--- src/rtl/uart_mat_pkg.sv ---
// Shared types and constants for the matrix UART return path.
// Byte order here must match the receive-side H/Y assembler.
package uart_mat_pkg;

    localparam int unsigned BYTES_PER_ELEM = 8;
    localparam int unsigned DEFAULT_ROWS   = 4;
    localparam int unsigned DEFAULT_COLS   = 2;

    // Each 32-bit part goes out most significant byte first, real part before imaginary.
    localparam bit BYTE_ORDER_MSB_FIRST = 1'b1;

    typedef enum logic [2:0] {
        StIdle,
        StLoad,
        StSend,
        StCsum,
        StCsumSend,
        StFinish
    } tx_state_e;

    typedef enum logic [1:0] {
        HsIdle,
        HsStrobe,
        HsWaitHi,
        HsWaitLo
    } hs_state_e;

    function automatic logic [7:0] elem_byte(input logic [31:0] re, input logic [31:0] im,
                                             input logic [2:0] idx);
        logic [31:0] word;
        logic [1:0]  lane;
        word = idx[2] ? im : re;
        lane = BYTE_ORDER_MSB_FIRST ? (2'd3 - idx[1:0]) : idx[1:0];
        return word[{lane, 3'b000} +: 8];
    endfunction

endpackage

--- src/rtl/tx_byte_handshake.sv ---
// One-byte strobe/busy handshake against async_transmitter's TxD_busy.
// Pulses byte_accepted in the cycle TxD_busy is seen low again after the strobe.
module tx_byte_handshake
    import uart_mat_pkg::*;
(
    input  logic CLOCK_50,
    input  logic reset_n,
    input  logic go,
    input  logic tx_busy,
    output logic tx_start,
    output logic byte_accepted
);

    hs_state_e state_q, state_d;

    always_ff @(posedge CLOCK_50 or negedge reset_n) begin
        if (!reset_n) begin
            state_q <= HsIdle;
        end else begin
            state_q <= state_d;
        end
    end

    always_comb begin
        state_d       = state_q;
        tx_start      = 1'b0;
        byte_accepted = 1'b0;
        unique case (state_q)
            HsIdle: begin
                if (go) begin
                    state_d = HsStrobe;
                end
            end
            HsStrobe: begin
                tx_start = 1'b1;
                state_d  = HsWaitHi;
            end
            HsWaitHi: begin
                if (tx_busy) begin
                    state_d = HsWaitLo;
                end
            end
            HsWaitLo: begin
                if (!tx_busy) begin
                    byte_accepted = 1'b1;
                    state_d       = HsIdle;
                end
            end
            default: state_d = HsIdle;
        endcase
    end

endmodule

--- src/rtl/matrix_uart_sender.sv ---
// Streams a ROWS x COLS complex matrix to async_transmitter, row-major, MSB first.
// Define MATRIX_TX_CHECKSUM_EN to append an XOR checksum byte after the data.
module matrix_uart_sender
    import uart_mat_pkg::*;
#(
    parameter int unsigned ROWS   = DEFAULT_ROWS,
    parameter int unsigned COLS   = DEFAULT_COLS,
    parameter int unsigned WORD_W = 32,
    localparam int unsigned ROW_W = (ROWS > 1) ? $clog2(ROWS) : 1,
    localparam int unsigned COL_W = (COLS > 1) ? $clog2(COLS) : 1
) (
    input  logic              CLOCK_50,
    input  logic              reset_n,
    input  logic              wr_en,
    input  logic [ROW_W-1:0]  wr_row,
    input  logic [COL_W-1:0]  wr_col,
    input  logic [WORD_W-1:0] wr_re,
    input  logic [WORD_W-1:0] wr_im,
    input  logic              start,
    output logic              busy,
    output logic              done,
    output logic              tx_start,
    output logic [7:0]        tx_data,
    input  logic              tx_busy
);

    localparam int unsigned NUM_ELEM = ROWS * COLS;
    localparam int unsigned ELEM_W   = (NUM_ELEM > 1) ? $clog2(NUM_ELEM) : 1;
    localparam logic [ELEM_W-1:0] LAST_ELEM = ELEM_W'(NUM_ELEM - 1);
    localparam logic [2:0]        LAST_BYTE = 3'(BYTES_PER_ELEM - 1);
`ifdef MATRIX_TX_CHECKSUM_EN
    localparam tx_state_e AFTER_DATA = StCsum;
`else
    localparam tx_state_e AFTER_DATA = StFinish;
`endif

    tx_state_e          state_q, state_d;
    logic [WORD_W-1:0]  re_q [NUM_ELEM];
    logic [WORD_W-1:0]  im_q [NUM_ELEM];
    logic [ELEM_W-1:0]  elem_q, elem_d;
    logic [2:0]         byte_q, byte_d;
    logic [7:0]         tx_data_q, tx_data_d;
    logic               hs_go;
    logic               byte_accepted;
    logic               wr_hit;
    logic [ELEM_W-1:0]  wr_idx;
`ifdef MATRIX_TX_CHECKSUM_EN
    logic [7:0]         csum_q, csum_d;
`endif

    // Writes are frozen while a frame is being serialised so the frame stays coherent.
    assign wr_hit = wr_en && !busy && (32'(wr_row) < ROWS) && (32'(wr_col) < COLS);
    assign wr_idx = ELEM_W'(32'(wr_row) * COLS + 32'(wr_col));

    always_ff @(posedge CLOCK_50 or negedge reset_n) begin
        if (!reset_n) begin
            re_q <= '{default: '0};
            im_q <= '{default: '0};
        end else if (wr_hit) begin
            re_q[wr_idx] <= wr_re;
            im_q[wr_idx] <= wr_im;
        end
    end

    always_ff @(posedge CLOCK_50 or negedge reset_n) begin
        if (!reset_n) begin
            state_q   <= StIdle;
            elem_q    <= '0;
            byte_q    <= '0;
            tx_data_q <= '0;
`ifdef MATRIX_TX_CHECKSUM_EN
            csum_q    <= '0;
`endif
        end else begin
            state_q   <= state_d;
            elem_q    <= elem_d;
            byte_q    <= byte_d;
            tx_data_q <= tx_data_d;
`ifdef MATRIX_TX_CHECKSUM_EN
            csum_q    <= csum_d;
`endif
        end
    end

    always_comb begin
        state_d   = state_q;
        elem_d    = elem_q;
        byte_d    = byte_q;
        tx_data_d = tx_data_q;
        hs_go     = 1'b0;
        busy      = 1'b0;
        done      = 1'b0;
`ifdef MATRIX_TX_CHECKSUM_EN
        csum_d    = csum_q;
`endif
        unique case (state_q)
            StIdle: begin
                if (start) begin
                    state_d = StLoad;
                    elem_d  = '0;
                    byte_d  = '0;
`ifdef MATRIX_TX_CHECKSUM_EN
                    csum_d  = '0;
`endif
                end
            end
            StLoad: begin
                busy      = 1'b1;
                tx_data_d = elem_byte(re_q[elem_q], im_q[elem_q], byte_q);
                if (!tx_busy) begin
                    hs_go   = 1'b1;
                    state_d = StSend;
                end
            end
            StSend: begin
                busy = 1'b1;
                if (byte_accepted) begin
                    byte_d  = byte_q + 3'd1;
                    state_d = StLoad;
`ifdef MATRIX_TX_CHECKSUM_EN
                    csum_d  = csum_q ^ tx_data_q;
`endif
                    if (byte_q == LAST_BYTE) begin
                        elem_d = elem_q + ELEM_W'(1);
                        if (elem_q == LAST_ELEM) begin
                            state_d = AFTER_DATA;
                        end
                    end
                end
            end
`ifdef MATRIX_TX_CHECKSUM_EN
            StCsum: begin
                busy      = 1'b1;
                tx_data_d = csum_q;
                if (!tx_busy) begin
                    hs_go   = 1'b1;
                    state_d = StCsumSend;
                end
            end
            StCsumSend: begin
                busy = 1'b1;
                if (byte_accepted) begin
                    state_d = StFinish;
                end
            end
`endif
            StFinish: begin
                done    = 1'b1;
                state_d = StIdle;
            end
            default: state_d = StIdle;
        endcase
    end

    assign tx_data = tx_data_q;

    tx_byte_handshake u_handshake (
        .CLOCK_50      (CLOCK_50),
        .reset_n       (reset_n),
        .go            (hs_go),
        .tx_busy       (tx_busy),
        .tx_start      (tx_start),
        .byte_accepted (byte_accepted)
    );

endmodule

--- config.mk ---
export PLATFORM = sky130hd
export DESIGN_NAME = matrix_uart_sender
export DESIGN_NICKNAME = d
export VERILOG_FILES = /design/src/rtl/uart_mat_pkg.sv /design/src/rtl/tx_byte_handshake.sv /design/src/rtl/matrix_uart_sender.sv
export SDC_FILE = /design/constraint.sdc
export NUM_CORES = 1
export LEC_CHECK = 0
export CAP_MARGIN = 10
export CELL_PAD_IN_SITES_DETAIL_PLACEMENT = 1
export CELL_PAD_IN_SITES_GLOBAL_PLACEMENT = 2
export CORE_MARGIN = 5
export CORE_UTILIZATION = 40
export CTS_CLUSTER_DIAMETER = 40
export CTS_CLUSTER_SIZE = 24
export DETAILED_ROUTE_END_ITERATION = 8
export PLACE_DENSITY = 0.7
export SLEW_MARGIN = 20
export SYNTH_ARGS = -nofsm -noshare
export SYNTH_HDL_FRONTEND = slang
export SYNTH_HIERARCHICAL = 1
export SYNTH_SLANG_ARGS = --single-unit
--- constraint.sdc ---
create_clock -name CLOCK_50 -period 2.4 [get_ports CLOCK_50]
set_clock_uncertainty 0.2 [all_clocks]
set_input_delay 0.48 -clock CLOCK_50 [delete_from_list [all_inputs] [get_ports CLOCK_50]]
set_output_delay 0.48 -clock CLOCK_50 [all_outputs]
set_load 0.1 [all_outputs]
==> flow_summary.json <==
{
  "status": "finished with violations",
  "violations": "negative setup slack",
  "core_area_mm2": 0.0602,
  "final_common_cell": "mux2_2",
  "startpoint": "elem_q[2]$_DFFE_PN0P_",
  "power_density_mw_per_mm2": 1310,
  "synthToLayoutAreaGrowth_pct": 30.2,
  "totalPowerFinal_w": 0.0412,
  "hold_violations": 0,
  "syn_nets": 1653,
  "first_iter_violations": 602,
  "hold_path_class": "primary input to asynchronous set/reset pin",
  "timing.rr.start": "elem_q[2]$_DFFE_PN0P_",
  "worst_ep_arrival_time_ns": 2.87,
  "cellLeakagePower_nw": 13.4,
  "post-place-ws_ns": -0.416,
  "firstDrtPassIters": 5,
  "holdWs_ns": 0.173,
  "cts_tree": "built",
  "antenna_found_initial": 4,
  "rsz0062_at_grt": "true",
  "wl_um": 70500,
  "grt_max_degree": 73,
  "drive_above_1_share_pct": 58.7,
  "start_kind": "flop",
  "grt_overflow": 0,
  "tightest_slew_ns": 0.692,
  "final_cell_mix": "mux2_2 (628), dfrtp_1 (528), clkbuf_16 (109)",
  "r2r_end": "tx_data[7]$_DFFE_PN0N_",
  "dieHeight_um": 256,
  "synth.avg_cell_area_um2": 15.4,
  "grt_pass1_vias": 16900,
  "via_per_inst": 5.52,
  "setup_violations": 9,
  "timing.final.ws_setup_ns": -0.180,
  "peakVddDrop_mv": 0.616,
  "fillerInstances": 5549,
  "start_util_pct": 40.2,
  "synthAdderAreaFrac_pct": 0.413,
  "crit_end": "tx_data[7]$_DFFE_PN0N_",
  "reg2reg_depth": 10,
  "timing.final.crit_period_ns": 2.58,
  "critPathKind": "flop to flop",
  "ys_async_sr_fraction_pct": 100,
  "synth-seq-cells": 531,
  "reg2reg_slack_ns": -0.18,
  "post-route-period-util_pct": 108,
  "rows": 90,
  "worstSkewPairLatency_ns": 0.63,
  "die_x_um": 256,
  "ys_dominant_reg_cell": "dfrtp_1",
  "synth_xor_area_share_pct": 0,
  "numCtsBuffers": 97,
  "place_area_mm2": 0.0270,
  "synth_top_family_by_area": "multiplexers",
  "synth_edf_count": 0,
  "cp.required_ns": 2.69,
  "synth-compound-area-share_pct": 2.78,
  "dr_total_vias": 14800,
  "endpoint_kind": "flop",
  "netlist_area_mm2": 0.0242,
  "grt_pass1_wl_um": 108000,
  "cp_max_fo": 6,
  "path_clk_slew_ns": 0.05,
  "seq_area_frac_synth_pct": 54.8,
  "dieArea_mm2": 0.0656,
  "wl_met2_um": 34800,
  "ios": 83,
  "dp_hpwl_um": 44400,
  "post-route-drc-count": 0,
  "cts_buffer_depth": 3,
  "synth_cells": 1573,
  "synth-simple-area-share_pct": 2.02,
  "grt_usage_pct": 21.1,
  "io_buffers": 82,
  "synth_mux_area_share_pct": 37.3,
  "drv_cap": 0,
  "wirelength_met1_um": 31400,
  "final_max_slew_viol_count": 0,
  "ant_nets": 0,
  "clock_sinks": 531,
  "cts-root-buf": "clkbuf_16",
  "relSlewSlack_pct": 53.8,
  "yosys_warnings": 6,
  "final_area_mm2": 0.0316,
  "htree_levels": 3,
  "fin_setup_tns_ns": -1.10,
  "synth_cell_type_count": 41,
  "dr_wl_met3_um": 2560,
  "place_congestion": 0.771,
  "top_layer": "met5",
  "post_drt_wl_per_cell_um": 26.3,
  "final_net_count": 1898,
  "fmax_ghz": 0.388
}
-- sequential cells by signal, summed over array words and instances (netlist names) --
signal	cells
u_handshake/state_q	2
tx_data	8
elem_q	3
state_q	3
im_q	256
byte_q	3
re_q	256
-- worst min-delay path by stage --
stage | slack, ns | startpoint | depth (start not counted) | end
floorplan | -0.02 | reset_n | 0 | byte_q[0]$_DFFE_PN0P_
global placement | 0.22 | reset_n | 1 | im_q[178]$_DFFE_PN0P_
detailed placement | 0.23 | reset_n | 1 | im_q[178]$_DFFE_PN0P_
CTS | 0.15 | reset_n | 2 | im_q[178]$_DFFE_PN0P_
global route | 0.18 | reset_n | 2 | im_q[178]$_DFFE_PN0P_
finish | 0.17 | reset_n | 2 | im_q[178]$_DFFE_PN0P_
-- critical path, cell delays in order, from the launching register on --
cell and delay (ns):
dfrtp_4 0.51, buf_12 0.15, buf_16 0.15, buf_12 0.15, buf_6 0.11, buf_6 0.11, mux2_4 0.31, o22ai_4 0.13
nor3_4 0.10, o41ai_2 0.39, nand3_1 0.11
-- per-stage QoR --
stage	cells	util [%]
4_1_cts	2663	51.5
3_5_place_dp	2462	44.9
2_1_floorplan	1573	-
3_3_place_gp	2462	44.9
6_report	2683	52.4
5_1_grt	2681	52.4
-- logic make-up (layout without fill, tap and decap cells) --
| family | count (synthesis) | after routing |
|---|---|---|
| fa+ha+maj | 8 | 8 |
| other cells | 0 | 3 |
| mux | 730 | 730 |
| flops | 531 | 531 |
| compound gates | 100 | 100 |
| buf+inv | 110 | 435 |
| simple gates | 94 | 94 |
-- repair_timing --
action	in CTS	in global routing
gates cloned	5	10
setup endpoints to repair	337	277
resized for setup	53	43
pin swaps	12	15
hold buffers	1	0
hold endpoints to repair	131	0
buffers inserted	17	8
-- cell type report --
type / count / area [um2] / area share [%]
clock buffers: 118 / 2680 / 8.49
diodes: 3 / 7.51 / 0.0238
inverters: 8 / 30.0 / 0.0951
well taps: 782 / 978 / 3.10
flip-flops and latches: 531 / 13300 / 42.1
multi-input cells: 932 / 10700 / 34.0
repair buffers: 248 / 3160 / 10.0
clock inverters: 61 / 686 / 2.17
-- per-layer routing --
layer  global-route usage, %  vias to the layer above
met3                    4.14                      114
met1                    28.6                     7989
met5                       0                        -
met4                    6.07                        2
met2                    34.9                      256
li1                        -                     6444
-- synthesized netlist by cell type (3+ instances only) --
library cell | count | area, um2
o41ai_1 | 8 | 70.1
a22oi_1 | 8 | 60.1
clkbuf_1 | 20 | 75.1
mux2i_1 | 9 | 90.1
nand3_1 | 11 | 55.1
nor3_1 | 34 | 170
dfrtp_1 | 531 | 13300
buf_4 | 50 | 375
mux4_2 | 70 | 1580
nor2_1 | 5 | 18.8
nand2b_1 | 3 | 18.8
buf_2 | 22 | 110
buf_6 | 4 | 45.0
o211ai_1 | 8 | 60.1
nand2_1 | 18 | 67.6
nand2_2 | 6 | 37.5
inv_1 | 7 | 26.3
mux2_2 | 632 | 7120
ha_1 | 8 | 100
o22ai_1 | 65 | 407
buf_1 | 6 | 22.5
nor2b_1 | 4 | 25.0
mux2_1 | 16 | 180
o21ai_0 | 5 | 25.0
-- report_power, final --
| group | switching [W] | total (W) | internal [W] |
|---|---|---|---|
| clock network | 0.00477 | 0.0139 | 0.00915 |
| registers | 0.00234 | 0.0158 | 0.0134 |
| logic | 0.00490 | 0.0116 | 0.00667 |
(Power assumes the default switching activity.)
